$ cat config.mk
export PLATFORM = sky130hd
export DESIGN_NAME = button_debouncer
export DESIGN_NICKNAME = d
export VERILOG_FILES = /design/src/rtl/button_debouncer.sv
export SDC_FILE = /design/constraint.sdc
export NUM_CORES = 1
export LEC_CHECK = 0
export ABC_CLOCK_PERIOD_IN_PS = 1500
export CORE_AREA = 2 2 52 54
export DETAILED_ROUTE_END_ITERATION = 7
export DIE_AREA = 0 0 54 56
export PLACE_DENSITY_LB_ADDON = 0.15
export SLEW_MARGIN = 15
export SYNTH_ARGS = -nofsm -noshare
export SYNTH_HDL_FRONTEND = slang
export SYNTH_SLANG_ARGS = --single-unit
export TNS_END_PERCENT = 50
$ cat constraint.sdc
create_clock -name clk -period 1.5 [get_ports clk]
set_input_delay 0.15 -clock clk [delete_from_list [all_inputs] [get_ports clk]]
set_output_delay 0.15 -clock clk [all_outputs]
set_load 0.05 [all_outputs]
$ cat src/rtl/button_debouncer.sv
// Push-button debouncer: qualifies a synchronized level over STABLE_CYCLES+1 identical samples
// and emits a registered debounced level plus single-cycle press/release pulses.
module button_debouncer #(
  parameter int unsigned STABLE_CYCLES = 1000000
) (
  input  logic clk,
  input  logic R,
  input  logic sig,
  output logic level,
  output logic rise_pulse,
  output logic fall_pulse
);

  localparam int unsigned CNT_W = $clog2(STABLE_CYCLES);
  localparam logic [CNT_W-1:0] CntLast = CNT_W'(STABLE_CYCLES - 1);

  typedef enum logic [1:0] {
    StLow,
    StRise,
    StHigh,
    StFall
  } state_e;

  state_e           state_q, state_d;
  logic [CNT_W-1:0] cnt_q, cnt_d;
  logic             level_q, level_d;
  logic             rise_q, rise_d;
  logic             fall_q, fall_d;

  always_comb begin
    state_d = state_q;
    cnt_d   = cnt_q;
    level_d = level_q;
    rise_d  = 1'b0;
    fall_d  = 1'b0;
    unique case (state_q)
      StLow: begin
        cnt_d = '0;
        if (sig) state_d = StRise;
      end
      StRise: begin
        // A reverted sample discards progress, even on the would-be qualifying edge.
        if (!sig) begin
          state_d = StLow;
          cnt_d   = '0;
        end else if (cnt_q == CntLast) begin
          state_d = StHigh;
          cnt_d   = '0;
          level_d = 1'b1;
          rise_d  = 1'b1;
        end else begin
          cnt_d = cnt_q + 1'b1;
        end
      end
      StHigh: begin
        cnt_d = '0;
        if (!sig) state_d = StFall;
      end
      StFall: begin
        if (sig) begin
          state_d = StHigh;
          cnt_d   = '0;
        end else if (cnt_q == CntLast) begin
          state_d = StLow;
          cnt_d   = '0;
          level_d = 1'b0;
          fall_d  = 1'b1;
        end else begin
          cnt_d = cnt_q + 1'b1;
        end
      end
      default: begin
        state_d = StLow;
        cnt_d   = '0;
        level_d = 1'b0;
      end
    endcase
  end

  always_ff @(posedge clk) begin
    if (R) begin
      state_q <= StLow;
      cnt_q   <= '0;
      level_q <= 1'b0;
      rise_q  <= 1'b0;
      fall_q  <= 1'b0;
    end else begin
      state_q <= state_d;
      cnt_q   <= cnt_d;
      level_q <= level_d;
      rise_q  <= rise_d;
      fall_q  <= fall_d;
    end
  end

  assign level      = level_q;
  assign rise_pulse = rise_q;
  assign fall_pulse = fall_q;

endmodule

* Word level (Yosys, flattened, before mapping) *
Index checks and enable logic that the tools add are counted.

word-level totals
  bits in registers = 25
  input port bits = 3
  word-level logic and storage cells = 45
  output and inout bits = 3

operators by class
  reduce and logical (&&, ||, !) cells = 7
  add/subtract/negate cells = 1
  bitwise operators = 3
  muxes and demuxes = 17
  eq/ne operators = 12

operators with widths
  kind                                                                   count
  20-bit two-way mux                                                     3
  20-bit case mux with 3 select lines                                    1
  20-bit by 1-bit adder with 20-bit output, second input constant        1
  20-bit equality test, second input constant                            1
  2-bit two-way mux                                                      6
  2-bit inequality test, second input constant                           6
  2-bit case mux with 4 select lines                                     1
  3-bit inequality test, second input constant                           2
  3-bit OR reduction                                                     2
  1-bit two-way mux                                                      5
  5-bit AND reduction                                                    1
  2-bit equality test, second input constant                             2
  4-bit AND reduction                                                    1
  1-bit NOT                                                              3
  2-bit by 1-bit equality test with 1-bit output, second input constant  1
  2-bit zero test                                                        1
  1-bit case mux with 2 select lines                                     1
  2-bit nonzero test                                                     1
  2-bit OR reduction                                                     1

* Logic depth before layout (Yosys ltp) *
Gate-level depths: netlist of the first run.

  depth after elaboration = 4
  gate-level depth with buffers = 6
  gate-level depth less buffers = 5

* Worst setup path before layout of the first run *
No wires, ideal clock.

  path type = reg2reg
  start = reg cnt_q[0]
  end = reg level_q (netlist: level)
  path buffers = 0
  library setup time = 122 ps
  slack = -102 ps
  period minus slack after synthesis = 1,602 ps
  stages on the path, launching flop included = 6
  data required time = 1,378 ps
  arrival time = 1,480 ps
  cells stage by stage = dfxtp_1 ha_1 and2_4 nand4_4 or2_0 a311o_1

on the way
  longest elaborated chain between the ends = 3
  elaborated cells between the ends (all ways) = 4
  those cells by class = eq/ne (3); reduce/logical (1)

ends and longest elaborated chain
  item                                    RTL line  source
  start, declared                         25        logic [CNT_W-1:0] cnt_q, cnt_d;
  start signal, assigned                  89        cnt_q <= cnt_d;
  20-bit equality test *                  46, 63
  2-bit inequality test (no source line)  --
  5-bit AND reduction (no source line) *  --
  end signal, assigned                    90        level_q <= level_d;
  end, declared                           26        logic level_q, level_d;

Every way passes the cells marked *; elsewhere a longest branch is shown, timed or not.
A chain may end at the register's enable or synchronous reset.

* Worst setup path in the final report of the first run *
  start = reg cnt_q[13]
  end = reg level_q (netlist: level)

Same word-level chain as after synthesis.

==> impl_metrics.yaml, run 1 <==
sta:
  period_share_pct: 98.8
  timing.fmax_ghz: 0.675
  finalClockSkew_ns: 0.00192
  finalHoldViolations: 0
  slew_viol_final: 0
  setup_viol: 0
  tightestPinTransition_ns: 0.352
  period_minus_slack_ns: 1.48
  slew_headroom_pct: 76.3
  rsz0062_at_grt: "true"
pwr:
  ir_drop_mv: 0.534
  powerDensity_nw_per_um2: 636
  total_leakage_power_uw: 0.000581
global_route:
  grt_max_degree: 20
  first_global_vias: 1064
  grt.overflow.total: 0
  grt_use_total_pct: 19.8
  antenna_found_initial: 0
  grt_first_pass_wirelength_mm: 4.52
worst_setup_path:
  critical_path_class: "reg2reg"
  r2r_end: "level"
  cp.required_ns: 1.73
  cp_max_fo: 3
  cp-end-kind: "flip-flop"
  crit_start: "cnt_q[13]"
  ff2ff_path_depth: 4
  setup.worst_path.end: "level"
  critPathLaunchType: "flip-flop"
  crit_arrival_ns: 1.71
  crit-reg2reg-launch: "cnt_q[13]"
  reg2reg_setup_slack_ns: 0.02
drt:
  wl_per_cell_um: 13.8
  drc_errors: 0
  vias: 1032
  via_per_inst: 5.40
  drt_iter0_markers: 20
  wirelength_mm: 2.63
  ant_nets: 0
  drt-pass1-iter-count: 4
placement:
  place_area_um2: 1490
  dp_hpwl_mm: 1.98
  dp.cells: 186
  gp_congestion: 0.817
  numPortBuffers: 5
yosys:
  async_flop_share_pct: 0
  syn-num-nets: 133
  synth-seq-cells: 25
  synth_top_area_cell: "dfxtp_1"
  synth_warnings: 0
  netlist_area_um2: 1210
  synth_cell_types: 38
  synth_area_per_cell_um2: 9.41
  seq_area_frac_synth_pct: 41.2
  synth_top_area_share_pct: 41.2
  synthCells: 129
  synth.area.top_cells: "dfxtp_1, xor2_1, nor2_1, xnor2_1, nand3_1"
  ys.flop_type: "dfxtp_1"
  synth_edf_count: 0
run_status:
  status: "finished clean"
floorplan:
  dieArea_um2: 3020
  core_um2: 2430
  ios: 6
  die_h_um: 56
  start_util_pct: 49.9
  rows: 18
  dieWidth_um: 54
clock_network:
  htree_levels: 1
  cts_tree: "built"
  clk_path_buf_depth: 2
  clk_latency_ns: 0.32
  clock-sinks: 25
  postCtsHoldBufs: 0
  root_buffer: "clkbuf_4"
  cts_buffers: 3
  clkTransAtPathRegs_ns: 0.13
final_layout:
  diodes: 0
  syn2layout_area_growth_pct: 29.3
  layout-drive-gt1-share_pct: 36.6
  fin_area_um2: 1570
  fin_nets: 166
  instances_no_fill: 191
run:
  cap_violations: 0
hold_path:
  min_path_type: "in2reg"
==> state kept, by name, indices dropped and copies added, names as in the netlist, named ones only <==
register and flops:
fall_pulse 1, level 1, state_q 1, rise_pulse 1
cnt_q 20
==> layer usage <==
metal / wire length [µm] / track usage (%) / up-vias
met4: 50 / 7.86 / 0
met5: 0 / 0 / -
met1: 1260 / 25.2 / 486
li1: - / - / 535
met3: 34 / 2.42 / 5
met2: 1280 / 32.9 / 6
==> cell usage after synthesis, types with 2 or more instances <==
library cell	n
and3_1	3
nor4_1	4
o21ai_0	3
nor3_1	3
nand4_1	5
inv_1	2
buf_6	2
dfxtp_1	25
and2_1	2
nor2_1	15
o31ai_1	3
a21oi_2	2
xor2_1	8
nand2_1	8
or3_1	2
or4_4	2
a21oi_1	4
xnor2_1	6
nand3_1	10
and4_1	2
==> worst min path at each step <==
stage / startpoint / to / slack, ns / depth (start not counted)
after floorplan: R / flip-flop / 0.22 / 1
after global routing: R / flip-flop / 0.49 / 3
after detailed placement: cnt_q[19] / cnt_q[19] / 0.49 / 2
after global placement: cnt_q[19] / cnt_q[19] / 0.46 / 2
after CTS: R / flip-flop / 0.47 / 3
final: R / flip-flop / 0.49 / 3
==> repair_timing <==
item | 4_1_cts | 5_1_grt
setup endpoints to repair | 5 | 20
endpoints found under the hold margin | 0 | 0
pin swaps | 0 | 7
gates resized for setup | 10 | 7
buffers inserted | 0 | 1
==> final cells by class <==
type,count,area [µm²]
Sequential cell,25,519
Inverter,2,7.51
Fill cell,210,863
Multi-Input combinational cell,100,718
Clock buffer,3,22.5
Timing Repair Buffer,30,259
Clock inverter,1,5.00
Tap cell,30,37.5
==> through the flow <==
| stage | setup slack (ns) | setup TNS [ns] | hold slack (ns) | total power [µW] | util [%] |
|---|---|---|---|---|---|
| finish | 0.0180 | 0 | 0.494 | 998 | 64.5 |
| global route | -0.0742 | -0.603 | 0.493 | 1050 | 64.5 |
| CTS | 0.00555 | 0 | 0.471 | 1020 | 63.3 |
| detailed placement | -0.0566 | -0.0751 | 0.489 | 713 | 61.3 |
| global placement | -0.00814 | -0.00814 | 0.456 | 712 | 61.3 |
| floorplan | 0.00710 | 0 | 0.219 | 694 | - |
==> worst max-delay path, cell delays in order (launching register included) <==
cell and delay [ns]:
dfxtp_4 0.38, nor4b_4 0.33, nand4_4 0.13, or2_1 0.23, a311o_1 0.30
==> layout by cell type (no fill, tap or decap), types with 2 or more instances in the layout <==
cell	netlist	layout
xnor2_1	6	6
nor4b_4	1	2
nand2_1	8	8
dfxtp_4	0	2
and2_1	2	2
nand3_1	10	10
xor2_1	8	8
nor3_1	3	3
a21oi_2	2	2
nor2_1	15	15
nand4_1	5	5
o31ai_1	3	3
clkdlybuf4s50_1	0	2
clkbuf_4	0	3
a21oi_1	4	4
nor4_1	4	4
and3_1	3	2
and4_2	1	2
inv_1	2	2
or4_4	2	2
buf_4	0	25
dfxtp_1	25	14
dfxtp_2	0	9
o21ai_0	3	3
buf_12	0	2
or3_1	2	2
==> power by group <==
part           switching [µW]  internal [µW]  leakage (µW)
Clock                     203            100     0.0000177
Sequential               2.29            662      0.000208
Combinational            15.0           15.7      0.000355
Total                     220            778      0.000581
==> cell families (layout without fill, tap and decap cells) <==
group / after synthesis / count (layout) / share of synthesized area [%]
AO/OA/AOI/OAI: 15 / 15 / 8.56
XOR/XNOR: 14 / 14 / 10.1
adder cells (fa/ha/maj): 1 / 1 / 1.03
buffers and inverters: 4 / 36 / 2.47
flip-flops: 25 / 25 / 41.2
AND/OR/NAND/NOR: 70 / 70 / 36.6
(Power assumes the default switching activity.)
==> run 2, diff against run 1 <==
--- a/config.mk
+++ b/config.mk
@@ -6,9 +6,9 @@
 export NUM_CORES = 1
 export LEC_CHECK = 0
 export ABC_CLOCK_PERIOD_IN_PS = 1500
-export CORE_AREA = 2 2 52 54
+export CORE_AREA = 2 2 47 60
 export DETAILED_ROUTE_END_ITERATION = 7
-export DIE_AREA = 0 0 54 56
+export DIE_AREA = 0 0 49 62
 export PLACE_DENSITY_LB_ADDON = 0.15
 export SLEW_MARGIN = 15
 export SYNTH_ARGS = -nofsm -noshare
==> impl_metrics.yaml, run 2 (synthesized netlist as in run 1, its figures left out) <==
sta:
  period_share_pct: 107
  setup_viol: 2
  slew_headroom_pct: 79.8
  finalHoldViolations: 0
  rsz0062_at_grt: "true"
  period_minus_slack_ns: 1.61
  slew_viol_final: 0
  setup_slack_ns: -0.107
  tightestPinTransition_ns: 0.301
  timing.fmax_ghz: 0.622
  finalClockSkew_ns: 0.00284
floorplan:
  start_util_pct: 47.6
  rows: 21
  dieArea_um2: 3040
  dieWidth_um: 49
  ios: 6
  core_um2: 2550
  die_h_um: 62
final_layout:
  layout-drive-gt1-share_pct: 43.1
  largest_reg_flops: 20
  layout.cells.most_common: "buf_4"
  fin_area_um2: 1710
  instances_no_fill: 208
  regArea_um2: 512
  syn2layout_area_growth_pct: 40.7
  diodes: 0
  fin_nets: 179
  max_flop_register: "cnt_q"
  fillCellCount: 219
  utilization_pct: 67.0
  final_cell_mix: "buf_4, dfxtp_1, nor2_1, nand3_1, dfxtp_2"
  multiInputGateArea_um2: 751
hold_path:
  min_path_type: "in2reg"
  hp-start: "R"
  holdPathStages: 3
global_route:
  grt_max_degree: 20
  grt_first_pass_wirelength_mm: 4.52
  grt_use_total_pct: 19.5
  met3_usage_pct: 2.63
  first_global_vias: 1074
  antenna_found_initial: 0
  grt_busiest_layer: "met2"
  grt.overflow.total: 0
  grtUsageMet2_pct: 35.0
  grtUsageMet1_pct: 22.0
pwr:
  comb_power_share_pct: 3.5
  power.switching_uw: 211
  clockPowerShare_pct: 29.6
  ir_drop_mv: 0.495
  total_leakage_power_uw: 0.000659
  p_int_uw: 789
  sequentialPowerShare_pct: 66.9
  sw_frac_of_total_pct: 21.1
  powerDensity_nw_per_um2: 585
clock_network:
  root_buffer: "clkbuf_4"
  htree_levels: 1
  clk_path_buf_depth: 2
  clock-sinks: 25
  cts_tree: "built"
  postCtsHoldBufs: 0
  clk_latency_ns: 0.31
  clkTransAtPathRegs_ns: 0.13
  cts_buffers: 3
drt:
  drc_errors: 0
  wirelength_mm: 2.79
  drt_iter0_markers: 50
  wl_per_cell_um: 13.4
  ant_nets: 0
  via_per_inst: 5.28
  drt-pass1-iter-count: 4
  vias: 1098
placement:
  place_ws_ns: -0.260
  gp_congestion: 0.799
  dp.cells: 198
  dp_hpwl_mm: 2.04
  numPortBuffers: 5
  place_area_um2: 1530
worst_setup_path:
  cp_max_fo: 2
  cp.required_ns: 1.71
  r2r_end: "level"
  crit-reg2reg-launch: "cnt_q[8]"
  critical_path_class: "reg2reg"
  ff2ff_path_depth: 5
  reg2reg_setup_slack_ns: -0.11
  crit_arrival_ns: 1.82
  cp-end-kind: "flip-flop"
  critPathLaunchType: "flip-flop"
run_status:
  violations: "negative setup slack"
  status: "finished with violations"
run:
  cap_violations: 0
[run 2: cell count changes in the layout (fill, tap and decap cells not counted), moves of 2 or more]
cell,delta
buf_4,+11
dfxtp_1,+2
and4_4,+2
dfxtp_4,-2
buf_6,+2
[run 2: power by group through the flow]
stage               registers [µW]  logic, µW  clock network [µW]
detailed placement             683       26.6                   0
CTS                            668       30.5                 307
global placement               683       25.9                   0
finish                         668       35.1                 296
global route                   669       38.7                 339
floorplan                      683       11.2                   0
[run 2: how the worst max path moves through the flow]
| stage | from | end | slack (ns) | cells after the start |
|---|---|---|---|---|
| after global routing | cnt_q[8] | level | -0.19 | 5 |
| after detailed placement | cnt_q[16] | cnt_q[5] | -0.26 | 4 |
| final | cnt_q[8] | level | -0.11 | 5 |
| after floorplan | cnt_q[8] | level | 0.007 | 4 |
| after CTS | cnt_q[7] | level | -0.14 | 5 |
| after global placement | cnt_q[7] | cnt_q[4] | -0.22 | 4 |
[run 2: timing repair]
| action | CTS | global route |
|---|---|---|
| endpoints found under the setup margin | 20 | 24 |
| pin swaps | 7 | 7 |
| cloned | 0 | 1 |
| resized for setup | 15 | 9 |
| setup buffers | 2 | 3 |
[run 2: layout make-up]
| type | count | share of cell area [%] |
|---|---|---|
| inverters | 2 | 0.440 |
| multi-input cells | 100 | 44.0 |
| repair buffers | 43 | 21.6 |
| well taps | 34 | 2.49 |
| flip-flops and latches | 25 | 30.0 |
| clock buffers | 4 | 1.54 |
[run 2: critical path: stages, from the launching register on]
cell and delay [ns]:
dfxtp_2 0.36, nor4b_4 0.34, nand4_4 0.11, buf_4 0.16
or2_1 0.22, a311o_1 0.32
[run 2: through the flow]
step	hold slack, ns	TNS [ns]	power [µW]
2_1_floorplan	0.219	0	694
3_3_place_gp	0.486	-3.77	709
3_5_place_dp	0.489	-4.64	710
4_1_cts	0.495	-0.175	1010
5_1_grt	0.503	-1.29	1050
6_report	0.504	-0.107	999
[run 2: routing by layer]
| layer | share of wire [%] | up-vias | wire (µm) |
|---|---|---|---|
| met4 | 2.4 | 0 | 67 |
| met3 | 1.3 | 8 | 35 |
| met2 | 52 | 15 | 1440 |
| met1 | 45 | 519 | 1250 |
| met5 | 0 | - | 0 |
| li1 | - | 556 | - |
==> run 3, diff against run 2 <==
--- a/config.mk
+++ b/config.mk
@@ -9,6 +9,7 @@
 export CORE_AREA = 2 2 47 60
 export DETAILED_ROUTE_END_ITERATION = 7
 export DIE_AREA = 0 0 49 62
+export GPL_TIMING_DRIVEN = 0
 export PLACE_DENSITY_LB_ADDON = 0.15
 export SLEW_MARGIN = 15
 export SYNTH_ARGS = -nofsm -noshare
==> impl_metrics.yaml, run 3 (synthesized netlist as in run 1, its figures left out) <==
sta:
  setup_slack_ns: -0.0541
  holdWs_ns: 0.468
  period_share_pct: 104
  rsz0062_at_grt: "true"
  slew_headroom_pct: 67.6
  finalClockSkew_ns: 0.0192
  fin_setup_tns_ns: -0.658
  tightestPinTransition_ns: 0.487
  slew_viol_final: 0
  period_minus_slack_ns: 1.55
  finalHoldViolations: 0
  timing.fmax_ghz: 0.643
  setup_viol: 20
clock_network:
  clkTransAtPathRegs_ns: 0.15
  clk_latency_ns: 0.32
  cts_buffers: 3
  postCtsHoldBufs: 0
  cts_tree: "built"
  root_buffer: "clkbuf_4"
  clock-sinks: 25
  clk_path_buf_depth: 2
  htree_levels: 1
pwr:
  power.switching_uw: 225
  power_uw: 1000
  sequentialPowerShare_pct: 66.4
  powerDensity_nw_per_um2: 690
  sw_frac_of_total_pct: 22.4
  ir_drop_mv: 0.401
  total_leakage_power_uw: 0.000510
  p_int_uw: 776
  clockPowerShare_pct: 31.0
  comb_power_share_pct: 2.7
final_layout:
  fillCellCount: 237
  max_flop_register: "cnt_q"
  diodes: 0
  largest_reg_flops: 20
  layout-drive-gt1-share_pct: 27.3
  syn2layout_area_growth_pct: 19.5
  fin_nets: 148
  layout.cells.most_common: "nor2_1"
  final_cell_mix: "nor2_1, dfxtp_1, nand3_1"
  utilization_pct: 56.9
worst_setup_path:
  cp_common_cell: "buf_6"
  critPathLaunchType: "flip-flop"
  cp-end-kind: "flip-flop"
  crit_start: "cnt_q[0]"
  crit_arrival_ns: 1.77
  crit_path_top_delay_cell: "dfxtp_4"
  crit-reg2reg-launch: "cnt_q[0]"
  crit_cells: 7
  setup.worst_path.end: "cnt_q[10]"
  ff2ff_path_depth: 7
  reg2reg_setup_slack_ns: -0.05
  cp_top_family: "flip-flops"
  r2r_end: "cnt_q[10]"
  cp.required_ns: 1.72
  critPathBufInv: 2
  cp_max_fo: 10
  critical_path_class: "reg2reg"
  slowest_delay_ns: 0.41
  crit_chain: "ha_4 > and2_4 > nand4_4 > buf_6 > o21ai_4 > buf_6 > nor2_1"
floorplan:
  ios: 6
  dieArea_um2: 3040
  core_um2: 2550
  start_util_pct: 47.6
  die_h_um: 62
  dieWidth_um: 49
  rows: 21
run_status:
  violations: "negative setup slack"
  status: "finished with violations"
global_route:
  grt_max_degree: 16
  grt_use_total_pct: 15.9
  antenna_found_initial: 0
  first_global_vias: 875
  grt_first_pass_wirelength_mm: 3.71
  grt.overflow.total: 0
drt:
  drt_iter0_markers: 44
  via_per_inst: 5.55
  vias: 982
  wl_per_cell_um: 13.1
  ant_nets: 0
  drc_errors: 0
  wirelength_mm: 2.31
  drt-pass1-iter-count: 4
hold_path:
  min_path_type: "in2reg"
run:
  cap_violations: 0
placement:
  gp_congestion: 0.842
  numPortBuffers: 5
  dp_hpwl_mm: 1.58
[run 3: cell count changes in the layout (fill, tap and decap cells not counted), moves of 2 or more]
| cell | change |
|---|---|
| dlygate4sd2_1 | +3 |
| buf_4 | -33 |
| dfxtp_1 | -2 |
| dfxtp_4 | +3 |
| and3_4 | -2 |
[run 3: worst min-delay path by stage]
stage,start,endpoint,slack (ns),depth (start not counted)
after floorplan,R,flip-flop,0.22,1
after global placement,cnt_q[19],cnt_q[19],0.46,2
after detailed placement,cnt_q[0],cnt_q[0],0.47,1
after CTS,R,flip-flop,0.46,2
after global routing,R,flip-flop,0.48,2
final,R,flip-flop,0.47,2
[run 3: cell type report]
| type | instances | area, µm² | area share (%) |
|---|---|---|---|
| multi-input combinational | 100 | 726 | 50.0 |
| sequential | 25 | 522 | 36.0 |
| timing repair buffer | 10 | 100 | 6.90 |
| tap | 34 | 42.5 | 2.93 |
| clock buffer | 3 | 22.5 | 1.55 |
| buffer | 2 | 22.5 | 1.55 |
| clock inverter | 1 | 7.51 | 0.518 |
| inverter | 2 | 7.51 | 0.518 |
[run 3: metal layers]
metal | wire, µm | global-route usage [%] | part of all wire [%] | vias up
li1 | - | - | - | 501
met1 | 1060 | 19.0 | 46 | 461
met2 | 1180 | 29.0 | 51 | 18
met3 | 67 | 2.15 | 2.9 | 2
met4 | 12 | 7.35 | 0.52 | 0
met5 | 0 | 0 | 0 | -
[run 3: timing repair]
item                                    CTS  global route
gates resized for setup                  14             9
pin swaps                                 0             7
endpoints found under the setup margin   23            23
buffers inserted                          1             4
[run 3: power by group through the flow]
stage	logic [µW]	clock network [µW]	registers (µW)
4_1_cts	26.1	321	667
6_report	26.5	310	664
3_3_place_gp	21.7	0	684
5_1_grt	28.7	346	665
2_1_floorplan	11.2	0	683
3_5_place_dp	21.8	0	684
[run 3: stage by stage]
step	setup slack (ns)	cells	cell area [µm²]
floorplan	0.00710	129	1230
global placement	-0.219	168	1320
detailed placement	-0.229	168	1320
CTS	-0.127	173	1390
global route	-0.144	177	1450
finish	-0.0541	177	1450
[run 3: worst register-to-register path: cells and delay by family, from the launching register on]
family	cells	cell delay, ns
flops	1	0.41
simple gates	3	0.39
buf+inv	2	0.33
compound gates	1	0.18
fa+ha+maj	1	0.15
